### src/rtl/frotaegis_pkg.sv
// -----------------------------------------------------------------------------
// frotaegis_pkg
// Shared definitions for the frame-readout to AXI-Stream bridge:
//   - bridge_state_e : framing FSM states (IDLE / PASS / DROP)
//   - AXIS_WIDTH     : S2MM stream data width
//   - AXIS_KEEP      : byte-keep value driven on every beat
//   - ENTRY_*_OFS    : positions of the flag bits that sit just above the
//                      sample data inside one FIFO entry
// -----------------------------------------------------------------------------
package frotaegis_pkg;

    typedef enum logic [1:0] {
        IDLE = 2'd0,
        PASS = 2'd1,
        DROP = 2'd2
    } bridge_state_e;

    localparam int         AXIS_WIDTH = 32;
    localparam logic [3:0] AXIS_KEEP  = 4'hF;

    // A FIFO entry is {natural, last, data}. The offsets are counted from
    // the first bit above the sample data.
    localparam int ENTRY_LAST_OFS    = 0;
    localparam int ENTRY_NATURAL_OFS = 1;

    // Absolute bit index of a flag inside an entry with the given sample width.
    function automatic int entry_bit(input int data_size, input int ofs);
        return data_size + ofs;
    endfunction

endpackage

### src/rtl/frotaegis_sync_fifo.sv
// -----------------------------------------------------------------------------
// frotaegis_sync_fifo
// Single-clock first-word-fall-through FIFO with a registered output stage.
// The head entry is copied into an output register, so rd_data/rd_valid come
// straight from flops. An entry stays counted until it leaves the output
// register, so count is the true number of entries held.
//
// Parameters: WIDTH (entry width), DEPTH (entries, power of 2),
//             ADDR (log2(DEPTH)).
// Ports:
//   clk       in   clock
//   rstn      in   synchronous reset, active-low
//   wr_en     in   write request; ignored while the FIFO is full
//   wr_data   in   WIDTH  entry to write
//   rd_data   out  WIDTH  head entry (valid when rd_valid=1)
//   rd_valid  out  head entry present in the output register
//   rd_ready  in   consumer accepts the head entry
//   count     out  ADDR+1 current occupancy
// -----------------------------------------------------------------------------
module frotaegis_sync_fifo #(
    parameter int WIDTH = 14,
    parameter int DEPTH = 16,
    parameter int ADDR  = 4
) (
    input  logic             clk,
    input  logic             rstn,
    input  logic             wr_en,
    input  logic [WIDTH-1:0] wr_data,
    output logic [WIDTH-1:0] rd_data,
    output logic             rd_valid,
    input  logic             rd_ready,
    output logic [ADDR:0]    count
);

    localparam logic [ADDR:0]   FULL_COUNT = (ADDR + 1)'(DEPTH);
    localparam logic [ADDR:0]   ONE_COUNT  = (ADDR + 1)'(1);
    localparam logic [ADDR-1:0] PTR_ONE    = ADDR'(1);

    logic [WIDTH-1:0] mem_q [DEPTH];

    logic [ADDR-1:0]  wr_ptr_q, wr_ptr_d;
    logic [ADDR-1:0]  rd_ptr_q, rd_ptr_d;
    logic [ADDR:0]    count_q, count_d;
    logic [WIDTH-1:0] out_data_q, out_data_d;
    logic             out_valid_q, out_valid_d;
    logic             do_write;
    logic             do_pop;

    // Pointer, occupancy and output-register update. rd_ptr always names the
    // entry that is (or is about to be) in the output register. On a pop the
    // next entry is loaded in the same cycle when one is already stored, which
    // gives one beat per cycle; an entry landing in an empty FIFO is moved
    // into the output register on the following edge.
    always_comb begin
        wr_ptr_d    = wr_ptr_q;
        rd_ptr_d    = rd_ptr_q;
        count_d     = count_q;
        out_data_d  = out_data_q;
        out_valid_d = out_valid_q;

        do_write = wr_en && (count_q < FULL_COUNT);
        do_pop   = out_valid_q && rd_ready;

        if (do_write) begin
            wr_ptr_d = wr_ptr_q + PTR_ONE;
        end

        if (do_pop) begin
            rd_ptr_d = rd_ptr_q + PTR_ONE;
            if (count_q > ONE_COUNT) begin
                out_data_d = mem_q[rd_ptr_d];
            end else begin
                out_valid_d = 1'b0;
            end
        end else if (!out_valid_q && (count_q != '0)) begin
            out_data_d  = mem_q[rd_ptr_q];
            out_valid_d = 1'b1;
        end

        if (do_write && !do_pop) begin
            count_d = count_q + ONE_COUNT;
        end else if (!do_write && do_pop) begin
            count_d = count_q - ONE_COUNT;
        end
    end

    // Storage array; its contents are meaningless until counted, so it
    // needs no reset.
    always_ff @(posedge clk) begin
        if (do_write) begin
            mem_q[wr_ptr_q] <= wr_data;
        end
    end

    // Control and output-stage registers.
    always_ff @(posedge clk) begin
        if (!rstn) begin
            wr_ptr_q    <= '0;
            rd_ptr_q    <= '0;
            count_q     <= '0;
            out_data_q  <= '0;
            out_valid_q <= 1'b0;
        end else begin
            wr_ptr_q    <= wr_ptr_d;
            rd_ptr_q    <= rd_ptr_d;
            count_q     <= count_d;
            out_data_q  <= out_data_d;
            out_valid_q <= out_valid_d;
        end
    end

    assign rd_data  = out_data_q;
    assign rd_valid = out_valid_q;
    assign count    = count_q;

endmodule

### src/rtl/fram_axis_bridge.sv
// -----------------------------------------------------------------------------
// fram_axis_bridge
// Buffers the frame readout stream (FramData/FramAdd/FramEn, no backpressure)
// in a FIFO and presents it as an AXI-Stream master for the S2MM DMA. Frames
// that do not fit are dropped whole, or cut short with a forced tlast, so the
// DMA never sees an unterminated packet.
//
// Optional feature: define FRAM_AXIS_DROPCNT_EN to build a 16-bit saturating
// discarded-sample counter on DropCnt; without it DropCnt is tied to 0.
//
// Ports:
//   clk            in   clock
//   rstn           in   synchronous reset, active-low
//   Enable         in   accept new frames
//   OvfClr         in   one-cycle pulse clearing Overflow (and DropCnt)
//   FramData       in   DATA_SIZE    sample
//   FramAdd        in   LENGTH_SIZE  sample index within the frame
//   FramEn         in   sample strobe
//   m_axis_tdata   out  32  zero-extended sample
//   m_axis_tkeep   out  4   constant all-ones
//   m_axis_tlast   out  last beat of a packet
//   m_axis_tvalid  out  beat valid
//   m_axis_tready  in   sink ready
//   Overflow       out  sticky: a sample was discarded
//   FrameCnt       out  16  packets sent with a natural tlast (wraps)
//   Level          out  FIFO_ADD+1  FIFO occupancy
//   DropCnt        out  16  discarded samples (optional)
// -----------------------------------------------------------------------------
module fram_axis_bridge
    import frotaegis_pkg::*;
#(
    parameter int DATA_SIZE   = 12,
    parameter int LENGTH      = 32768,
    parameter int LENGTH_SIZE = 15,
    parameter int FIFO_DEPTH  = 16,
    parameter int FIFO_ADD    = 4
) (
    input  logic                   clk,
    input  logic                   rstn,
    input  logic                   Enable,
    input  logic                   OvfClr,
    input  logic [DATA_SIZE-1:0]   FramData,
    input  logic [LENGTH_SIZE-1:0] FramAdd,
    input  logic                   FramEn,
    output logic [AXIS_WIDTH-1:0]  m_axis_tdata,
    output logic [3:0]             m_axis_tkeep,
    output logic                   m_axis_tlast,
    output logic                   m_axis_tvalid,
    input  logic                   m_axis_tready,
    output logic                   Overflow,
    output logic [15:0]            FrameCnt,
    output logic [FIFO_ADD:0]      Level,
    output logic [15:0]            DropCnt
);

    localparam int ENTRY_W     = DATA_SIZE + 2;
    localparam int LAST_BIT    = entry_bit(DATA_SIZE, ENTRY_LAST_OFS);
    localparam int NATURAL_BIT = entry_bit(DATA_SIZE, ENTRY_NATURAL_OFS);

    localparam logic [LENGTH_SIZE-1:0] LAST_ADD      = LENGTH_SIZE'(LENGTH - 1);
    localparam logic [FIFO_ADD:0]      RESERVE_LEVEL = (FIFO_ADD + 1)'(FIFO_DEPTH - 1);

    bridge_state_e state_q, state_d;
    logic          overflow_q, overflow_d;
    logic [15:0]   frame_cnt_q, frame_cnt_d;

    logic               wr_en;
    logic               wr_last;
    logic               wr_natural;
    logic [ENTRY_W-1:0] wr_entry;
    logic [ENTRY_W-1:0] rd_entry;
    logic               rd_valid;
    logic [FIFO_ADD:0]  fifo_count;
    logic               drop_sample;
    logic               ovf_event;
    logic               frame_start;
    logic               frame_end;
    logic               beat_xfer;

    frotaegis_sync_fifo #(
        .WIDTH (ENTRY_W),
        .DEPTH (FIFO_DEPTH),
        .ADDR  (FIFO_ADD)
    ) u_fifo (
        .clk      (clk),
        .rstn     (rstn),
        .wr_en    (wr_en),
        .wr_data  (wr_entry),
        .rd_data  (rd_entry),
        .rd_valid (rd_valid),
        .rd_ready (m_axis_tready),
        .count    (fifo_count)
    );

    // Framing FSM. A frame is admitted only when at least two slots are free,
    // and while a frame is passing the last free slot is kept for a
    // terminator: if the FIFO reaches one-below-full mid-frame the current
    // sample is written with a forced tlast and the rest of the frame is
    // dropped. All decisions use the occupancy from before the edge.
    always_comb begin
        state_d     = state_q;
        wr_en       = 1'b0;
        wr_last     = 1'b0;
        wr_natural  = 1'b0;
        drop_sample = 1'b0;
        ovf_event   = 1'b0;

        frame_start = FramEn && (FramAdd == '0);
        frame_end   = FramEn && (FramAdd == LAST_ADD);

        case (state_q)
            IDLE: begin
                if (frame_start && Enable) begin
                    if (fifo_count < RESERVE_LEVEL) begin
                        wr_en   = 1'b1;
                        state_d = PASS;
                    end else begin
                        drop_sample = 1'b1;
                        ovf_event   = 1'b1;
                        state_d     = DROP;
                    end
                end
            end
            PASS: begin
                if (FramEn) begin
                    wr_en = 1'b1;
                    if (frame_end) begin
                        wr_last    = 1'b1;
                        wr_natural = 1'b1;
                        state_d    = IDLE;
                    end else if (fifo_count == RESERVE_LEVEL) begin
                        wr_last   = 1'b1;
                        ovf_event = 1'b1;
                        state_d   = DROP;
                    end
                end
            end
            DROP: begin
                if (FramEn) begin
                    drop_sample = 1'b1;
                    if (frame_end) begin
                        state_d = IDLE;
                    end
                end
            end
            default: begin
                state_d = IDLE;
            end
        endcase
    end

    // Entry packing: the natural flag travels with the data so the packet
    // counter can tell a real frame end from a forced one at transfer time.
    always_comb begin
        wr_entry                  = '0;
        wr_entry[DATA_SIZE-1:0]   = FramData;
        wr_entry[LAST_BIT]        = wr_last;
        wr_entry[NATURAL_BIT]     = wr_natural;
    end

    // Sticky overflow (a new overflow beats a coincident clear) and the
    // count of naturally terminated packets actually handed to the sink.
    always_comb begin
        overflow_d  = overflow_q;
        frame_cnt_d = frame_cnt_q;
        beat_xfer   = rd_valid && m_axis_tready;

        if (ovf_event) begin
            overflow_d = 1'b1;
        end else if (OvfClr) begin
            overflow_d = 1'b0;
        end

        if (beat_xfer && rd_entry[LAST_BIT] && rd_entry[NATURAL_BIT]) begin
            frame_cnt_d = frame_cnt_q + 16'd1;
        end
    end

    // State and status registers.
    always_ff @(posedge clk) begin
        if (!rstn) begin
            state_q     <= IDLE;
            overflow_q  <= 1'b0;
            frame_cnt_q <= '0;
        end else begin
            state_q     <= state_d;
            overflow_q  <= overflow_d;
            frame_cnt_q <= frame_cnt_d;
        end
    end

`ifdef FRAM_AXIS_DROPCNT_EN
    logic [15:0] drop_cnt_q, drop_cnt_d;

    // Saturating discarded-sample counter. A clear and a discard in the same
    // cycle leave a count of one, so the new discard is not lost.
    always_comb begin
        drop_cnt_d = drop_cnt_q;
        if (OvfClr) begin
            drop_cnt_d = '0;
        end
        if (drop_sample && (drop_cnt_d != 16'hFFFF)) begin
            drop_cnt_d = drop_cnt_d + 16'd1;
        end
    end

    always_ff @(posedge clk) begin
        if (!rstn) begin
            drop_cnt_q <= '0;
        end else begin
            drop_cnt_q <= drop_cnt_d;
        end
    end

    assign DropCnt = drop_cnt_q;
`else
    logic unused_drop_sample;
    assign unused_drop_sample = drop_sample;
    assign DropCnt            = '0;
`endif

    assign m_axis_tdata  = AXIS_WIDTH'(rd_entry[DATA_SIZE-1:0]);
    assign m_axis_tkeep  = AXIS_KEEP;
    assign m_axis_tlast  = rd_entry[LAST_BIT];
    assign m_axis_tvalid = rd_valid;
    assign Overflow      = overflow_q;
    assign FrameCnt      = frame_cnt_q;
    assign Level         = fifo_count;

endmodule

### config.mk
export PLATFORM = sky130hd
export DESIGN_NAME = fram_axis_bridge
export DESIGN_NICKNAME = d
export VERILOG_FILES = /design/src/rtl/frotaegis_pkg.sv /design/src/rtl/frotaegis_sync_fifo.sv /design/src/rtl/fram_axis_bridge.sv
export SDC_FILE = /design/constraint.sdc
export NUM_CORES = 1
export LEC_CHECK = 0
export CORE_MARGIN = 2
export CORE_UTILIZATION = 35
export CTS_CLUSTER_DIAMETER = 80
export DETAILED_ROUTE_END_ITERATION = 8
export GPL_ROUTABILITY_DRIVEN = 1
export HOLD_SLACK_MARGIN = 0.06
export PLACE_DENSITY = 0.51
export SLEW_MARGIN = 25
export SYNTH_ARGS = -nofsm -noshare
export SYNTH_HDL_FRONTEND = slang
export SYNTH_HIERARCHICAL = 1
export SYNTH_SLANG_ARGS = --single-unit
### constraint.sdc
create_clock -name clk -period 3.8 [get_ports clk]
set_input_delay 0.38 -clock clk [delete_from_list [all_inputs] [get_ports clk]]
set_output_delay 0.38 -clock clk [all_outputs]
set_load 0.03 [all_outputs]
==> out/results.ini, run 1 <==
[worst_setup_path]
cp_data_arrival_time_ns=3.38
crit_type=in2reg
worstPathMaxFanout=9
cp-end-kind=register
critical_path.startpoint_type=input port
critPathRequiredTime_ns=4.28

[global_route]
global_route.usage.total=0.178
globalRouteOverflowTotal=0
grt_pass1_vias=8039
grt_antenna_before_repair=0
grt_first_pass_wirelength_um=51200
grt_start_max_net_pins=58

[yosys]
synth-warning-count=6
synth_flop_cell=edfxtp_1
async_flop_share=0
synth-edff-count=224
avgSynthCellArea_um2=15.6
post_synth_most_frequent_cells=224 x edfxtp_1, 87 x mux2i_1, 82 x mux4_2
post-synth-top-area-fraction=0.515
synth_seq_area_share=0.593
synthMostInstantiatedCell=edfxtp_1
muxShareOfSynthArea=0.210
synth.top_cells.by_area=edfxtp_1 51%, mux4_2 14%, dfxtp_1 7.8%
syn-instance-count=838
synth_compound_gate_area_share=0.0711
seq_cells_post_synth=275
synthSimpleGateAreaFrac=0.0555
netlist.top_cell.by_area=edfxtp_1
synth_top_family_by_area=multiplexers
synth.lib_cells_used.distinct=62
synth-xor-area-share=0.0142
synth-adder-area-share=0.00957
synthesis.area_um2=13100

[cells_and_area]
antenna-diode-count=0
filler_cell_count=3327
flow.area_growth_from_synthesis_pct=17.7
design.final.nets=987
layout-drive-gt1-share=0.213
final_core_utilization=0.419

[sta]
fin_worst_hold_slack_ns=0.489
period_needed_ns=2.91
finalSetupViolations=0
final_min_period_over_clock_period=0.765
rsz0062_at_grt=no
timing.max_slew.rel_slack=0.340
max_fclk_mhz=344
clock_skew_ns=0.0171
final.setup.tns_ns=0
finalHoldViolations=0
worstMarginPinSlew_ns=0.991
report.final.slew_viol_count=0

[detailed_routing]
totalWireLength_um=34200
total_number_of_vias=7842
initialDrtViolationCount=500
antenna_violating_nets_post_route=0
drc=0
route.detailed.wl_per_inst_um=23.8
drt-pass1-iter-count=5
route.detailed.vias_per_inst=5.46

[floorplan]
die_area_um2=38900
num_io_pins=109
die_width_um=197
start_util=0.356
placement_rows=70
floorplan.core_area_um2=36700
die_h_um=197

[power]
cellLeakagePower_nw=4.87
power.ir.vdd_worst_uv=378
power.density_cell_area_nw_per_um2=535

[cts]
tritoncts=done
htree_levels=1
worstSkewPairLatency_ns=0.55
cts_resized=0
postCtsSetupBuffers=0
numCtsBuffers=31
cts-root-buf=clkbuf_16
cts_hold_buf=0
clk_path_buf_depth=3
clkSinkCount=275
cts.reportedPaths.clkPinSlew_ns=0.06

[placement]
placement.io_buffers=68
detailedPlacementHpwl_um=22000
gp_routability_congestion=0.759

[status]
result_of_the_run=finished, final reports clean

[hold_path]
hp_class=reg2reg

[run]
cap_viol_max_count=0

layout make-up:
cell class	instances	area [µm²]	area share
Multi-Input combinational cell	503	4890	0.318
Inverter	10	37.5	0.00244
Clock buffer	43	841	0.0547
Sequential cell	275	7750	0.504
Clock inverter	15	158	0.0102
Timing Repair Buffer	123	1120	0.0727
Tap cell	468	586	0.0381
sequential cells by signal, summed over array words and instances (netlist names), named ones only:
name and flops:
u_fifo/rd_data 14, FrameCnt 16, u_fifo/rd_valid 1, u_fifo/rd_ptr_q 4, u_fifo/wr_ptr_q 4, state_q 2, Overflow 1, u_fifo/count 5
u_fifo/mem_q 224
critical path, cell delays in order:
cell	delay (ns)
clkdlybuf4s50_1	0.52
nor4b_1	0.29
nand4_1	0.22
or4_1	0.54
a21oi_1	0.16
nor2b_1	0.16
buf_4	0.19
ha_1	0.28
mux2i_1	0.13
or3_1	0.33
a21boi_0	0.18
final timing paths:
check / start / end / slack, ns / depth (start not counted)
worst max-delay path: FramEn / u_fifo/count[2] / 0.89 / 11
worst min-delay path: FrameCnt[15] / FrameCnt[15] / 0.49 / 2
worst max register to register: u_fifo/count[2] / u_fifo/count[2] / 1.14 / 9
worst min register to register: FrameCnt[15] / FrameCnt[15] / 0.49 / 2
layer usage:
| metal | share of wire | global-route usage | up-vias |
|---|---|---|---|
| met5 | 0 | 0 | - |
| met4 | 0.021 | 0.0448 | 0 |
| li1 | - | - | 3518 |
| met3 | 0.041 | 0.0249 | 46 |
| met2 | 0.50 | 0.305 | 201 |
| met1 | 0.44 | 0.238 | 4077 |
stage by stage:
step           power, mW  worst slack (ns)  std cells  instance area, µm²
6_report            8.23             0.894       1437               15400
5_1_grt             8.57             0.662       1437               15400
4_1_cts             8.33             0.935       1437               15400
3_3_place_gp        5.41             0.435       1379               14400
3_5_place_dp        5.40             0.390       1379               14400
2_1_floorplan       4.81             0.335        876               13200
power breakdown:
group | total (mW) | internal [mW] | switching, mW
sequential | 3.43 | 3.33 | 0.107
clock | 2.91 | 1.74 | 1.17
combinational | 1.88 | 0.836 | 1.05
cell usage in the layout, fill, tap and decap left out, types with 11 or more instances in the layout:
master | Yosys | layout
edfxtp_1 | 224 | 224
a21oi_1 | 38 | 38
o22ai_1 | 14 | 14
and2_1 | 13 | 13
nand4_1 | 14 | 14
a22o_1 | 13 | 13
mux2i_1 | 87 | 87
dfxtp_1 | 51 | 49
nor2_1 | 26 | 26
mux4_2 | 82 | 82
a22oi_1 | 31 | 31
clkdlybuf4s50_1 | 0 | 68
nand2_1 | 20 | 20
xnor2_1 | 11 | 11
buf_4 | 51 | 53
conb_1 | 2 | 40
clkbuf_16 | 0 | 31
cell families after synthesis:
kind of cell | Yosys count
other | 2
buffers and inverters | 98
XOR/XNOR | 19
multiplexers | 171
AO/OA/AOI/OAI | 133
adder cells (fa/ha/maj) | 10
AND/OR/NAND/NOR | 130
flip-flops | 275
(Power assumes the default switching activity.)
==> run 2, diff against run 1 <==
==> constraint.sdc (replaced) <==
create_clock -name clk -period 2.95 [get_ports clk]
set_input_delay 0.295 -clock clk [delete_from_list [all_inputs] [get_ports clk]]
set_output_delay 0.295 -clock clk [all_outputs]
set_load 0.03 [all_outputs]
==> out/results.ini, run 2 (same netlist as run 1, synthesis figures left out) <==
[cells_and_area]
flow.area_growth_from_synthesis_pct=20.8
final_cells=1456  ; +1.3%
fin_area_um2=15800  ; +2.7%
layout-drive-gt1-share=0.244  ; +0.0313
largest-register=u_fifo/mem_q
final_common_cell=edfxtp_1
antenna-diode-count=0  ; unchanged
design.final.nets=1007  ; +2.0%
multi_input_area_um2=4920  ; +0.74%
largest_register_ff_count=224  ; unchanged
most_frequent_cells_in_the_layout=224 x edfxtp_1, 87 x mux2i_1, 82 x mux4_2
ff_latch_area_um2=7750  ; unchanged
filler_cell_count=3244  ; -2.5%

[placement]
placed_cell_area_um2=14700  ; +2.5%
placement.io_buffers=68  ; unchanged
detailedPlacementHpwl_um=23000  ; +4.2%
gp_routability_congestion=0.775  ; +2.1%
placed_cells_incl_taps=1400  ; +1.5%
place_worst_setup_slack_ns=-0.274  ; -0.664 ns

[cts]
tritoncts=done
clkSinkCount=275  ; unchanged
worstSkewPairLatency_ns=0.56  ; about the same
cts-root-buf=clkbuf_16
cts.reportedPaths.clkPinSlew_ns=0.06  ; about the same
clk_path_buf_depth=3  ; unchanged
htree_levels=1  ; unchanged
numCtsBuffers=30  ; -3.2%
cts_hold_buf=0  ; unchanged
cts_resized=0  ; unchanged
postCtsSetupBuffers=0  ; unchanged

[sta]
report.final.slew_viol_count=0  ; unchanged
worstMarginPinSlew_ns=1.00  ; +0.0132 ns
rsz0062_at_grt=no
final.setup.tns_ns=0  ; unchanged
clock_skew_ns=0.00865  ; -0.00841 ns
fin_worst_hold_slack_ns=0.401  ; -0.0881 ns
period_needed_ns=2.65
final.setup.worst_slack_ns=0.295  ; -0.599 ns
finalHoldViolations=0  ; unchanged
timing.max_slew.rel_slack=0.331  ; -0.00877
final_min_period_over_clock_period=0.900
finalSetupViolations=0  ; unchanged
max_fclk_mhz=377

[floorplan]
start_util=0.356  ; unchanged
placement_rows=70  ; unchanged
die_width_um=197  ; unchanged
die_h_um=197  ; unchanged
die_area_um2=38900  ; unchanged
floorplan.core_area_um2=36700  ; unchanged
num_io_pins=109  ; unchanged

[detailed_routing]
drc=0  ; unchanged
totalWireLength_um=34900  ; +2.0%
total_number_of_vias=7989  ; +1.9%
antenna_violating_nets_post_route=0  ; unchanged
drt-pass1-iter-count=5  ; unchanged
initialDrtViolationCount=594  ; +19%
route.detailed.wl_per_inst_um=24.0  ; +0.66%
route.detailed.vias_per_inst=5.49  ; +0.55%

[worst_setup_path]
path_common_cell=buf_4
crit_type=in2reg
cp-end-kind=register
reg2reg_depth=8  ; -1
path_buf_inv=3  ; +1
timing.critical_path.cells=clkdlybuf4s50_1, nor4b_1, nand4_1, or4_1, a21oi_1, nor2b_1, buf_4, nand2_1, nor2_2, buf_4
critical_path.startpoint_type=input port
worstPathMaxFanout=6  ; -3
crit_cells=10  ; -1
worst-r2r-setup-slack_ns=0.36  ; -0.78 ns
slowest_stage=or4_1
critPathTopFamily=simple AND/OR/NAND/NOR gates
cp_data_arrival_time_ns=2.92  ; -0.46 ns
critPathRequiredTime_ns=3.21  ; -1.07 ns
crit_path_max_incr_delay_ns=0.52  ; -0.02 ns

[global_route]
grt_antenna_before_repair=0  ; unchanged
grt_first_pass_wirelength_um=52000  ; +1.5%
grt_start_max_net_pins=58  ; unchanged
global_route.usage.total=0.180  ; +0.00196
grt_pass1_vias=8081  ; +0.52%
globalRouteOverflowTotal=0  ; unchanged

[hold_path]
hold_depth=2  ; unchanged
hp_class=in2reg

[power]
power.density_cell_area_nw_per_um2=691  ; +29%
cellLeakagePower_nw=5.05  ; +3.7%
netSwitchingFraction=0.276  ; -0.00556
power.ir.vdd_worst_uv=519  ; +37%
pwr-share-seq=0.401  ; -0.016
clock_power_share=0.366  ; +0.012
power.net_switching_mw=3.02  ; +30%
internal-power_mw=7.90  ; +34%
logic_pwr_share=0.233  ; +0.004

[run]
cap_viol_max_count=0  ; unchanged

[status]
result_of_the_run=finished, final reports clean

run 2: path summary, 6_finish.rpt:
| kind | startpoint | end |
|---|---|---|
| worst min register to register | FrameCnt[15] | FrameCnt[15] |
| worst max-delay path | FramAdd[6] | u_fifo/mem_q[6][12] |
| worst min-delay path | rstn | Overflow |
| worst max register to register | u_fifo/count[4] | u_fifo/mem_q[6][12] |
run 2: area by class of cell:
| class | count | area share |
|---|---|---|
| Timing Repair Buffer | 144 | 0.0911 |
| Clock buffer | 39 | 0.0516 |
| Sequential cell | 275 | 0.491 |
| Inverter | 10 | 0.00238 |
| Clock inverter | 17 | 0.0154 |
| Tap cell | 468 | 0.0371 |
| Multi-Input combinational cell | 503 | 0.312 |
run 2: layer usage:
metal  part of all wire  global-route usage  vias to the layer above
met5                  0                   0                        -
met2               0.49               0.305                      207
li1                   -                   -                     3566
met3              0.044              0.0220                       41
met4              0.015              0.0354                        0
met1               0.45               0.249                     4175
run 2: power by group through the flow:
stage | logic, mW | registers (mW) | clock network, mW
final | 2.55 | 4.38 | 3.99
after global routing | 2.73 | 4.40 | 4.25
after CTS | 2.58 | 4.39 | 4.09
after detailed placement | 2.57 | 4.47 | 0
after global placement | 2.59 | 4.47 | 0
after floorplan | 1.61 | 4.58 | 0
run 2: worst reg2reg max path: cells and delay by family, from the launching register on:
kind	cells	cell delay (ns)
AND/OR/NAND/NOR	4	1.06
AO/OA/AOI/OAI	2	0.45
buffers and inverters	2	0.41
flip-flops	1	0.37
run 2: metrics by stage:
stage	util	total power, mW
after CTS	0.430	11.1
after floorplan	-	6.19
after detailed placement	0.402	7.04
after global placement	0.402	7.06
after global routing	0.430	11.4
final	0.430	10.9
==> run 3, diff against run 2 <==
--- a/config.mk
+++ b/config.mk
@@ -5,7 +5,8 @@
 export SDC_FILE = /design/constraint.sdc
 export NUM_CORES = 1
 export LEC_CHECK = 0
-export CORE_MARGIN = 2
+export CAP_MARGIN = 20
+export CORE_MARGIN = 5
 export CORE_UTILIZATION = 35
 export CTS_CLUSTER_DIAMETER = 80
 export DETAILED_ROUTE_END_ITERATION = 8
==> out/results.ini, run 3 (same netlist as run 1, synthesis figures left out) <==
[status]
result_of_the_run=finished, final reports clean

[power]
p_total_mw=10.7  ; -2.0%
cellLeakagePower_nw=5.05  ; about the same
power.ir.vdd_worst_uv=576  ; +11%
power.density_cell_area_nw_per_um2=680  ; -1.7%

[cts]
clk_path_buf_depth=3  ; unchanged
worstSkewPairLatency_ns=0.56  ; about the same
cts_resized=0  ; unchanged
htree_levels=1  ; unchanged
tritoncts=done
cts_hold_buf=0  ; unchanged
numCtsBuffers=30  ; unchanged
postCtsSetupBuffers=0  ; unchanged
cts-root-buf=clkbuf_16
clkSinkCount=275  ; unchanged
cts.reportedPaths.clkPinSlew_ns=0.06  ; about the same

[placement]
placed_cells_incl_taps=1406  ; +0.43%
placement.io_buffers=68  ; unchanged
detailedPlacementHpwl_um=23700  ; +3.4%
placed_cell_area_um2=14700  ; about the same
gp_routability_congestion=0.782  ; +0.90%

[sta]
clock_skew_ns=0.0258  ; +0.0172 ns
final_min_period_over_clock_period=0.910  ; +0.0104
period_needed_ns=2.69  ; +0.0306 ns
worstMarginPinSlew_ns=1.01  ; +0.00864 ns
finalSetupViolations=0  ; unchanged
fin_worst_hold_slack_ns=0.446  ; +0.0449 ns
report.final.slew_viol_count=0  ; unchanged
max_fclk_mhz=372  ; -1.1%
finalHoldViolations=0  ; unchanged
rsz0062_at_grt=no
timing.max_slew.rel_slack=0.322  ; -0.00873

[cells_and_area]
fin_area_um2=15700  ; -0.34%
largest_register_ff_count=224  ; unchanged
multi_input_area_um2=4910  ; -0.20%
filler_cell_count=3305  ; +1.9%
ff_latch_area_um2=7750  ; unchanged
most_frequent_cells_in_the_layout=224 x edfxtp_1, 87 x mux2i_1, 82 x mux4_2
layout-drive-gt1-share=0.246  ; +0.00255
final_core_utilization=0.428  ; -0.00249
flow.area_growth_from_synthesis_pct=20.4
final_cells=1462  ; +0.41%
antenna-diode-count=0  ; unchanged
final_common_cell=edfxtp_1
design.final.nets=1013  ; +0.60%
largest-register=u_fifo/mem_q

[hold_path]
holdPathEnd=Overflow
hp_class=in2reg
min-delay-start=OvfClr
hold_depth=3  ; +1

[global_route]
globalRouteOverflowTotal=0  ; unchanged
grt_first_pass_wirelength_um=52400  ; +0.81%
grt_start_max_net_pins=51  ; -12%
grt_antenna_before_repair=0  ; unchanged
global_route.usage.total=0.167  ; -0.0125
grt_pass1_vias=8205  ; +1.5%

[worst_setup_path]
reg2reg_depth=8  ; unchanged
cp-end-kind=register
critical_path.startpoint_type=register
critPathRequiredTime_ns=3.21  ; about the same
cp_data_arrival_time_ns=2.94  ; +0.02 ns
critical_path.reg2reg.startpoint=u_fifo/count[2]
worst-r2r-setup-slack_ns=0.26  ; -0.10 ns
worstPathMaxFanout=10  ; +4
rr_endpoint=u_fifo/mem_q[5][1]
crit_type=reg2reg

[floorplan]
num_io_pins=109  ; unchanged
floorplan.core_area_um2=36800  ; +0.24%
placement_rows=70  ; unchanged
start_util=0.355  ; -0.000848
die_h_um=203  ; +3.0%
die_area_um2=41300  ; +6.2%
die_width_um=203  ; +3.0%

[detailed_routing]
antenna_violating_nets_post_route=0  ; unchanged
drt-pass1-iter-count=5  ; unchanged
route.detailed.vias_per_inst=5.41  ; -1.4%
total_number_of_vias=7913  ; -0.95%
totalWireLength_um=35200  ; +0.98%
route.detailed.wl_per_inst_um=24.1  ; +0.57%
drc=0  ; unchanged
initialDrtViolationCount=529  ; -11%

[run]
cap_viol_max_count=0  ; unchanged

==> run 3: cell count changes in the layout (fill, tap and decap cells not counted), sizes merged <==
cell    delta
clkinv     +3
bufinv     -3
buf        +6
==> run 3: per-stage QoR <==
step	TNS, ns	setup slack [ns]
6_report	0	0.265
3_5_place_dp	-33.96	-0.281
4_1_cts	0	0.255
5_1_grt	0	0.125
2_1_floorplan	-5.11	-0.0896
3_3_place_gp	-25.05	-0.230
==> run 3: worst max-delay path: stages, from the launching register on <==
cell and delay [ns]:
dfxtp_1 0.39, a41o_1 0.30, or4_1 0.47, a21oi_1 0.18
nor2b_1 0.15, buf_4 0.16, nand2_1 0.14, nor2_1 0.33
buf_4 0.24
==> run 3: report_power, final <==
group	internal, mW	switching, mW
combinational	1.17	1.39
clock	2.22	1.52
sequential	4.29	0.112
total	7.68	3.02
==> run 3: metal layers <==
layer | up-vias | track usage | share of wire
met5 | - | 0 | 0
met4 | 0 | 0.0400 | 0.023
met3 | 44 | 0.0199 | 0.044
met2 | 206 | 0.286 | 0.49
met1 | 4098 | 0.229 | 0.44
li1 | 3565 | - | -
==> run 3: worst max path at each step <==
stage | startpoint | to | slack, ns | cells after the start
floorplan | FramAdd[6] | u_fifo/mem_q[7][0] | -0.09 | 8
global route | u_fifo/count[2] | u_fifo/mem_q[5][1] | 0.13 | 8
CTS | u_fifo/count[2] | u_fifo/mem_q[5][1] | 0.25 | 8
finish | u_fifo/count[2] | u_fifo/mem_q[5][1] | 0.26 | 8
global placement | FramAdd[6] | u_fifo/mem_q[5][9] | -0.23 | 10
detailed placement | FramAdd[6] | u_fifo/mem_q[5][9] | -0.28 | 10
==> run 3: final cells by class <==
type,instances,share of cell area
flip-flops and latches,275,0.492
multi-input cells,503,0.312
repair buffers,150,0.0927
clock buffers,39,0.0524
well taps,468,0.0372
clock inverters,17,0.0108
inverters,10,0.00238
